**src/rtl/dsdmnist_pkg.sv**
```systemverilog
// Shared constants and state encoding for the post-accumulation sequencer.
package dsdmnist_pkg;

    // Q1.32 requant multipliers for the two layers
    localparam logic signed [32:0] K1 = 33'sd10740662;
    localparam logic signed [32:0] K2 = 33'sd36764431;

    // Load-to-result latency of the postcalc datapath
    localparam int PIPE_LAT = 3;

    typedef enum logic [1:0] {
        IDLE  = 2'd0,
        RUN   = 2'd1,
        DRAIN = 2'd2,
        DONE  = 2'd3
    } state_t;

endpackage

```
**src/rtl/dsdmnist_postseq.sv**
```systemverilog
// Feeds accumulator sums into the fixed-latency requant datapath, writes the
// int8 results to the output buffer and tracks the layer-2 argmax.
module dsdmnist_postseq
    import dsdmnist_pkg::*;
#(
    parameter int ADDR_W = 7
) (
    input  logic                     i_CLK,
    input  logic                     i_RSTn,
    input  logic                     i_START,
    input  logic                     i_LAYER,
    input  logic [ADDR_W-1:0]        i_NUM_OUT,
    input  logic                     i_ACC_VALID,
    input  logic signed [24:0]       i_ACC_DATA,
    output logic                     o_ACC_READY,
    output logic                     o_ACCVAL_LD,
    output logic signed [24:0]       o_ACCVAL,
    output logic signed [32:0]       o_CONST,
    input  logic [7:0]               i_RESULT,
    output logic                     o_WR_EN,
    output logic [ADDR_W-1:0]        o_WR_ADDR,
    output logic [7:0]               o_WR_DATA,
    output logic                     o_BUSY,
    output logic                     o_DONE,
    output logic [3:0]               o_CLASS,
    output logic                     o_CLASS_VLD
);

    state_t              state;
    logic                layer;
    logic [ADDR_W-1:0]   num_out;
    logic [ADDR_W-1:0]   iss_cnt;
    logic [ADDR_W-1:0]   wr_cnt;
    logic [PIPE_LAT:1]   vld_pipe;
    logic [7:0]          max_val;
    logic [3:0]          max_idx;

    logic                accept;
    logic                last_iss;
    logic                last_wr;
    logic                am_upd;
    logic [3:0]          am_idx;

    always_comb begin
        o_ACC_READY = (state == RUN);
        o_BUSY      = (state != IDLE);
        o_DONE      = (state == DONE);
        accept      = i_ACC_VALID & o_ACC_READY;
        o_ACCVAL_LD = accept;
        o_ACCVAL    = i_ACC_DATA;
        o_WR_EN     = vld_pipe[PIPE_LAT];
        o_WR_ADDR   = wr_cnt;
        o_WR_DATA   = i_RESULT;
        last_iss    = (iss_cnt == num_out - ADDR_W'(1));
        last_wr     = o_WR_EN && (wr_cnt == num_out - ADDR_W'(1));
        // strict compare keeps the lowest index on ties; first write always loads
        am_upd      = o_WR_EN && layer && ((wr_cnt == '0) || (i_RESULT > max_val));
        am_idx      = am_upd ? wr_cnt[3:0] : max_idx;
    end

    always_ff @(posedge i_CLK) begin
        if (!i_RSTn) begin
            state       <= IDLE;
            layer       <= 1'b0;
            num_out     <= '0;
            iss_cnt     <= '0;
            wr_cnt      <= '0;
            vld_pipe    <= '0;
            max_val     <= '0;
            max_idx     <= '0;
            o_CONST     <= K1;
            o_CLASS     <= '0;
            o_CLASS_VLD <= 1'b0;
        end else begin
            vld_pipe <= {vld_pipe[PIPE_LAT-1:1], accept};
            if (o_WR_EN)
                wr_cnt <= wr_cnt + ADDR_W'(1);
            if (am_upd) begin
                max_val <= i_RESULT;
                max_idx <= wr_cnt[3:0];
            end

            unique case (state)
                IDLE: begin
                    if (i_START) begin
                        o_CLASS_VLD <= 1'b0;
                        layer       <= i_LAYER;
                        num_out     <= i_NUM_OUT;
                        iss_cnt     <= '0;
                        wr_cnt      <= '0;
                        if (i_NUM_OUT != '0) begin
                            o_CONST <= i_LAYER ? K2 : K1;
                            state   <= RUN;
                        end else begin
                            state   <= DONE;
                        end
                    end
                end
                RUN: begin
                    if (accept) begin
                        iss_cnt <= iss_cnt + ADDR_W'(1);
                        if (last_iss)
                            state <= DRAIN;
                    end
                end
                DRAIN: begin
                    if (last_wr) begin
                        state <= DONE;
                        if (layer) begin
                            o_CLASS     <= am_idx;
                            o_CLASS_VLD <= 1'b1;
                        end
                    end
                end
                DONE: state <= IDLE;
                default: state <= IDLE;
            endcase
        end
    end

endmodule

```
**config.mk**
```make
export PLATFORM = sky130hd
export DESIGN_NAME = dsdmnist_postseq
export DESIGN_NICKNAME = d
export VERILOG_FILES = /design/src/rtl/dsdmnist_pkg.sv /design/src/rtl/dsdmnist_postseq.sv
export SDC_FILE = /design/constraint.sdc
export NUM_CORES = 1
export LEC_CHECK = 0
export CORE_AREA = 2 2 87 89
export CTS_BUF_LIST = sky130_fd_sc_hd__clkbuf_16
export DETAILED_ROUTE_END_ITERATION = 8
export DIE_AREA = 0 0 89 91
export HOLD_SLACK_MARGIN = 0.08
export PLACE_DENSITY = 0.79
export SYNTH_ARGS = -nofsm -noshare
export SYNTH_HDL_FRONTEND = slang
export SYNTH_SLANG_ARGS = --single-unit
```
**constraint.sdc**
```tcl
create_clock -name i_CLK -period 4.5 [get_ports i_CLK]
set_clock_uncertainty 0.05 [all_clocks]
set_input_delay 1.35 -clock i_CLK [delete_from_list [all_inputs] [get_ports i_CLK]]
set_output_delay 1.35 -clock i_CLK [all_outputs]
set_load 0.01 [all_outputs]
```
==> flow_summary.toml, run 1 <==
[cts]
cts.hold.buffers_added = 0
tritoncts_clock_tree = "done"
cts.repair_timing.setup_buffer_count = 0
clkSinkCount = 46
ctsHtreeMaxLevel = 2
clk_latency_ns = 0.28
cts-buffers-inserted = 5
ctsRootBufferMaster = "sky130_fd_sc_hd__clkbuf_16"
worst_setup_hold_path_clk_slew_ns = 0.06
post_cts.resized_instances = 0
clock_path_buffers = 2

[power_and_ir_drop]
vdd.ir_drop.worst_uv = 237
leakage_nw = 1.31
cellPowerDensity_nw_per_um2 = 394
report.power.total_w = 0.00132

[yosys]
synthesis.yosys.warnings = 0
synth_sequential_area_ratio = 0.309
synth-seq-cells = 46
yosys_most_used_dff = "sky130_fd_sc_hd__dfxtp_1"
synthesis.instances = 360
synth_area_per_cell_um2 = 8.27
post_synth_edffs = 0
synthesis.area_um2 = 2980
fraction_of_registers_with_async_set_or_reset_after_synthesis = 0
synth_cell_types = 46

[grt]
first_global_vias = 2160
grt_first_pass_wirelength_um = 9910
antenna_found_initial = 0
grt_max_degree = 21
grt.total_usage = 0.153
globalRoute.totalOverflow = 0

[detailed_routing]
detailroute.wirelength.met3_um = 446
route.detailed.vias_per_inst = 4.92
detailroute.wirelength.met2_um = 3030
wirelength_um = 6180
via_count = 2297
post_drt_wl_per_cell_um = 13.2
drt_first_pass_iters = 4
drc = 0
dr.max_layer_used = "met4"
antenna_left = 0
first_iter_violations = 113
wl_met1_um = 2570

[timing]
fmaxAchievable_mhz = 254
post-route-period-util = 0.876
finalSetupViolCount = 0
layout_min_cycle_time_ns = 3.94
timing_worst_slew_pin_value_ns = 0.732
hold_violations = 0
unrepaired_setup_endpoints_after_global_routing = "no"
maxSlewViolCount = 0
max_slew_margin = 0.507
hold_slack_ns = 0.394
setup_tns_ns = 0

[outcome]
status = "complete, no violations"

[setup_path]
timing.critical_path.to_type = "primary output"
crit_path_cell_trace = "clkdlybuf4s50_1 > and2_1 > clkdlybuf4s50_1"
worst-setup-path-type = "input port to primary output"
worst_path_largest_cell_delay_ns = 0.54
path_delay_family = "buffers and inverters"
critical_path_arrival_ns = 2.54
crit_top_cell = "sky130_fd_sc_hd__clkdlybuf4s50_1"
slowest_stage = "sky130_fd_sc_hd__clkdlybuf4s50_1"
timing.critical_path.fanout_max = 3
worstPathRequired_ns = 3.10
critPathBufInv = 2
worst_setup_path_start_kind = "input port"

[placement]
gpl.final_weighted_congestion = 0.834
hpwl_reported_at_the_end_of_detailed_placement_um = 4610
placed_cells_incl_taps = 459
port_buffers = 56

[die]
dieWidth_um = 89
design.die.area_um2 = 8100
rows = 31
initial_cell_density_of_the_core = 0.417
coreArea_um2 = 7140
floorplan.die.height_um = 91
num_io_pins = 128

[finish]
layout.core_utilization = 0.470
flow.area_growth_from_synthesis_pct = 12.7
layout_common_cells = "56 x sky130_fd_sc_hd__clkdlybuf4s50_1, 46 x sky130_fd_sc_hd__dfxtp_1, 33 x sky130_fd_sc_hd__nand2_1"
post_layout_nonfiller_instances = 467
fraction_of_final_layout_cells_with_drive_strength_greater_than_1 = 0.0380
fin_nets = 428
antenna_cells = 0
final_common_cell = "sky130_fd_sc_hd__clkdlybuf4s50_1"

[worst_hold_path]
min_path_type = "flip-flop to flip-flop"

[flow_run]
drv.max_cap_violation_count = 0
-- cells in the mapped netlist, types with 3 or more instances --
library cell,count,area [um2]
sky130_fd_sc_hd__buf_4,66,495
sky130_fd_sc_hd__dfxtp_1,46,921
sky130_fd_sc_hd__nand2_1,33,124
sky130_fd_sc_hd__nor2_1,31,116
sky130_fd_sc_hd__a21oi_1,25,125
sky130_fd_sc_hd__inv_1,21,78.8
sky130_fd_sc_hd__ha_1,16,200
sky130_fd_sc_hd__o21ai_0,14,70.1
sky130_fd_sc_hd__xnor2_1,12,105
sky130_fd_sc_hd__xor2_1,12,105
sky130_fd_sc_hd__mux2i_1,11,110
sky130_fd_sc_hd__clkbuf_1,7,26.3
sky130_fd_sc_hd__nand4_1,6,37.5
sky130_fd_sc_hd__or3_1,5,31.3
sky130_fd_sc_hd__and2_1,4,25.0
sky130_fd_sc_hd__nand2b_1,4,25.0
sky130_fd_sc_hd__and3_1,3,18.8
sky130_fd_sc_hd__o211a_1,3,30.0
sky130_fd_sc_hd__o211ai_1,3,22.5
-- registers in the layout (all words and copies together), names as in the netlist, 2 cells and up --
name	flops
iss_cnt	7
o_WR_ADDR	7
num_out	7
max_idx	4
max_val	8
o_CONST	2
state	2
o_CLASS	4
vld_pipe	3
-- metal layers --
| layer | track usage | vias up |
|---|---|---|
| met2 | 0.251 | 83 |
| met1 | 0.186 | 1055 |
| met5 | 0 | - |
| met3 | 0.0373 | 19 |
| li1 | - | 1140 |
| met4 | 0.0672 | 0 |
-- report_power, final --
part | total [W] | internal, W | switching, W
clock network | 0.000410 | 0.000260 | 0.000150
logic | 0.000434 | 0.000197 | 0.000238
registers | 0.000478 | 0.000437 | 0.0000405
-- stage by stage --
step	area (um2)	setup WS [ns]
2_1_floorplan	3050	1.50
3_3_place_gp	3190	0.585
3_5_place_dp	3190	0.561
4_1_cts	3360	0.552
5_1_grt	3360	0.475
6_report	3360	0.560
-- layout make-up --
cell class,count,area (um2)
tap,99,124
sequential,46,921
clock inverter,3,40.0
inverter,21,78.8
fill,688,3780
timing repair buffer,57,568
multi-input combinational,236,1500
clock buffer,5,125
-- worst paths after layout --
| kind | slack, ns | cells past startpoint | start | end |
|---|---|---|---|---|
| max reg2reg | 1.92 | 8 | num_out[0] | o_CLASS[3] |
| min | 0.39 | 1 | vld_pipe[1] | vld_pipe[2] |
| min reg2reg | 0.39 | 1 | vld_pipe[1] | vld_pipe[2] |
| max | 0.56 | 3 | i_ACC_VALID | o_ACCVAL_LD |
-- kinds of logic after synthesis --
family / after synthesis / share of synthesized area
muxes: 12 / 0.0408
other: 2 / 0.00252
buffers and inverters: 97 / 0.211
AOI/OAI and AO/OA: 62 / 0.130
adders and majority gates: 16 / 0.0673
xor gates and xnor gates: 24 / 0.0706
and+or+nand+nor: 101 / 0.168
DFF: 46 / 0.309
Power figures use the tool's default switching activity.
==> inputs of run 2 (changes only) <==
Settings changed: CORE_AREA 2 2 87 89 to 2 2 91 93, DIE_AREA 0 0 89 91 to 0 0 93 95, PLACE_DENSITY 0.79 to 0.76.
Clock period 4.5 ns to 3.4 ns, I/O delays scaled along.
==> flow_summary.toml, run 2 (synthesized netlist as in run 1, its figures left out) <==
[outcome]
status = "complete, no violations"

[grt]
grt_max_degree = 21
first_global_vias = 2154
globalRoute.totalOverflow = 0
grt.total_usage = 0.142
grt_first_pass_wirelength_um = 9960
antenna_found_initial = 0

[finish]
layout_common_cells = "56 x sky130_fd_sc_hd__clkdlybuf4s50_1, 46 x sky130_fd_sc_hd__dfxtp_1, 33 x sky130_fd_sc_hd__nand2_1"
fraction_of_final_layout_cells_with_drive_strength_greater_than_1 = 0.0484
final_common_cell = "sky130_fd_sc_hd__clkdlybuf4s50_1"
antenna_cells = 0
most_flop_heavy_register = "max_val"
flow.area_growth_from_synthesis_pct = 13.5
post_layout_nonfiller_instances = 477
largest_register_ffs = 8
fin_nets = 432

[detailed_routing]
antenna_left = 0
drt_first_pass_iters = 6
route.detailed.vias_per_inst = 4.80
post_drt_wl_per_cell_um = 12.8
first_iter_violations = 53
via_count = 2290
drc = 0
wirelength_um = 6090

[placement]
port_buffers = 56
placement.setup.worst_slack_ns = 0.102
gpl.final_weighted_congestion = 0.778
hpwl_reported_at_the_end_of_detailed_placement_um = 4550
placed_cells_incl_taps = 469

[setup_path]
slowest_stage = "sky130_fd_sc_hd__clkdlybuf4s50_1"
worst-setup-path-type = "input port to primary output"
critical_path_arrival_ns = 2.18
timing.critical_path.to_type = "primary output"
worstPathRequired_ns = 2.33
worst_path_largest_cell_delay_ns = 0.54
worst_setup_path_start_kind = "input port"
crit_path_cell_trace = "clkdlybuf4s50_1 > and2_1 > clkdlybuf4s50_1"
crit_top_cell = "sky130_fd_sc_hd__clkdlybuf4s50_1"
timing.critical_path.fanout_max = 2

[cts]
clock_path_buffers = 2
worst_setup_hold_path_clk_slew_ns = 0.06
ctsHtreeMaxLevel = 2
clk_latency_ns = 0.29
clkSinkCount = 46
ctsRootBufferMaster = "sky130_fd_sc_hd__clkbuf_16"
tritoncts_clock_tree = "done"
cts-buffers-inserted = 5
cts.hold.buffers_added = 0
cts.repair_timing.setup_buffer_count = 0
post_cts.resized_instances = 0

[timing]
setup_tns_ns = 0
fmaxAchievable_mhz = 308
layout_min_cycle_time_ns = 3.25
timing_worst_slew_pin_value_ns = 0.694
post-route-period-util = 0.955
hold_violations = 0
fin_ws_ns = 0.154
maxSlewViolCount = 0
hold_slack_ns = 0.385
unrepaired_setup_endpoints_after_global_routing = "no"
max_slew_margin = 0.534
finalSetupViolCount = 0

[die]
floorplan.die.height_um = 95
coreArea_um2 = 7930
num_io_pins = 128
design.die.area_um2 = 8840
initial_cell_density_of_the_core = 0.375
dieWidth_um = 93
rows = 33

[power_and_ir_drop]
switching_share = 0.346
power_frac_clock = 0.289
cellPowerDensity_nw_per_um2 = 505
p_int_w = 0.00111
share_seq_of_total_power = 0.370
switchingPower_w = 0.000591
comb_power_share = 0.341
report.power.total_w = 0.00170
leakage_nw = 1.31
vdd.ir_drop.worst_uv = 210

[flow_run]
drv.max_cap_violation_count = 0

[worst_hold_path]
min_path_type = "flip-flop to flip-flop"
==> run 2: worst max-delay path, delay by kind of cell <==
kind / cells / cell delay [ns]
buffers and inverters: 2 / 1.01
and+or+nand+nor: 1 / 0.15
==> run 2: final cells by class <==
type                       count  area [um2]
fill                         805        4550
sequential                    46         921
clock inverter                 3        23.8
multi-input combinational    236        1500
clock buffer                   5         125
tap                          105         131
inverter                      21        78.8
timing repair buffer          61         598
==> run 2: power by group through the flow <==
| stage | Combinational, W | Sequential, W | Clock, W |
|---|---|---|---|
| after global placement | 0.000556 | 0.000640 | 0 |
| after floorplan | 0.000477 | 0.000622 | 0 |
| after detailed placement | 0.000570 | 0.000643 | 0 |
| final | 0.000581 | 0.000631 | 0.000493 |
| after CTS | 0.000582 | 0.000630 | 0.000507 |
| after global routing | 0.000653 | 0.000638 | 0.000522 |
==> run 2: worst paths after layout <==
check,end,from,slack (ns),cells after the start
setup / recovery,o_ACCVAL_LD,i_ACC_VALID,0.15,3
hold / removal,vld_pipe[2],vld_pipe[1],0.39,1
setup reg to reg,state[1],num_out[0],0.80,8
hold reg to reg,vld_pipe[2],vld_pipe[1],0.39,1
==> run 2: through the flow <==
stage	cell area [um2]	util
after detailed placement	3230	0.407
after global placement	3230	0.407
after floorplan	3050	-
after CTS	3380	0.426
final	3380	0.426
after global routing	3380	0.426
==> run 2: per-layer routing <==
layer  share of wire  global-route usage  up-vias
met5               0                   0        -
met4           0.018              0.0539        0
met3           0.079              0.0479        9
met2            0.47               0.241       70
met1            0.44               0.167     1068
li1                -                   -     1143
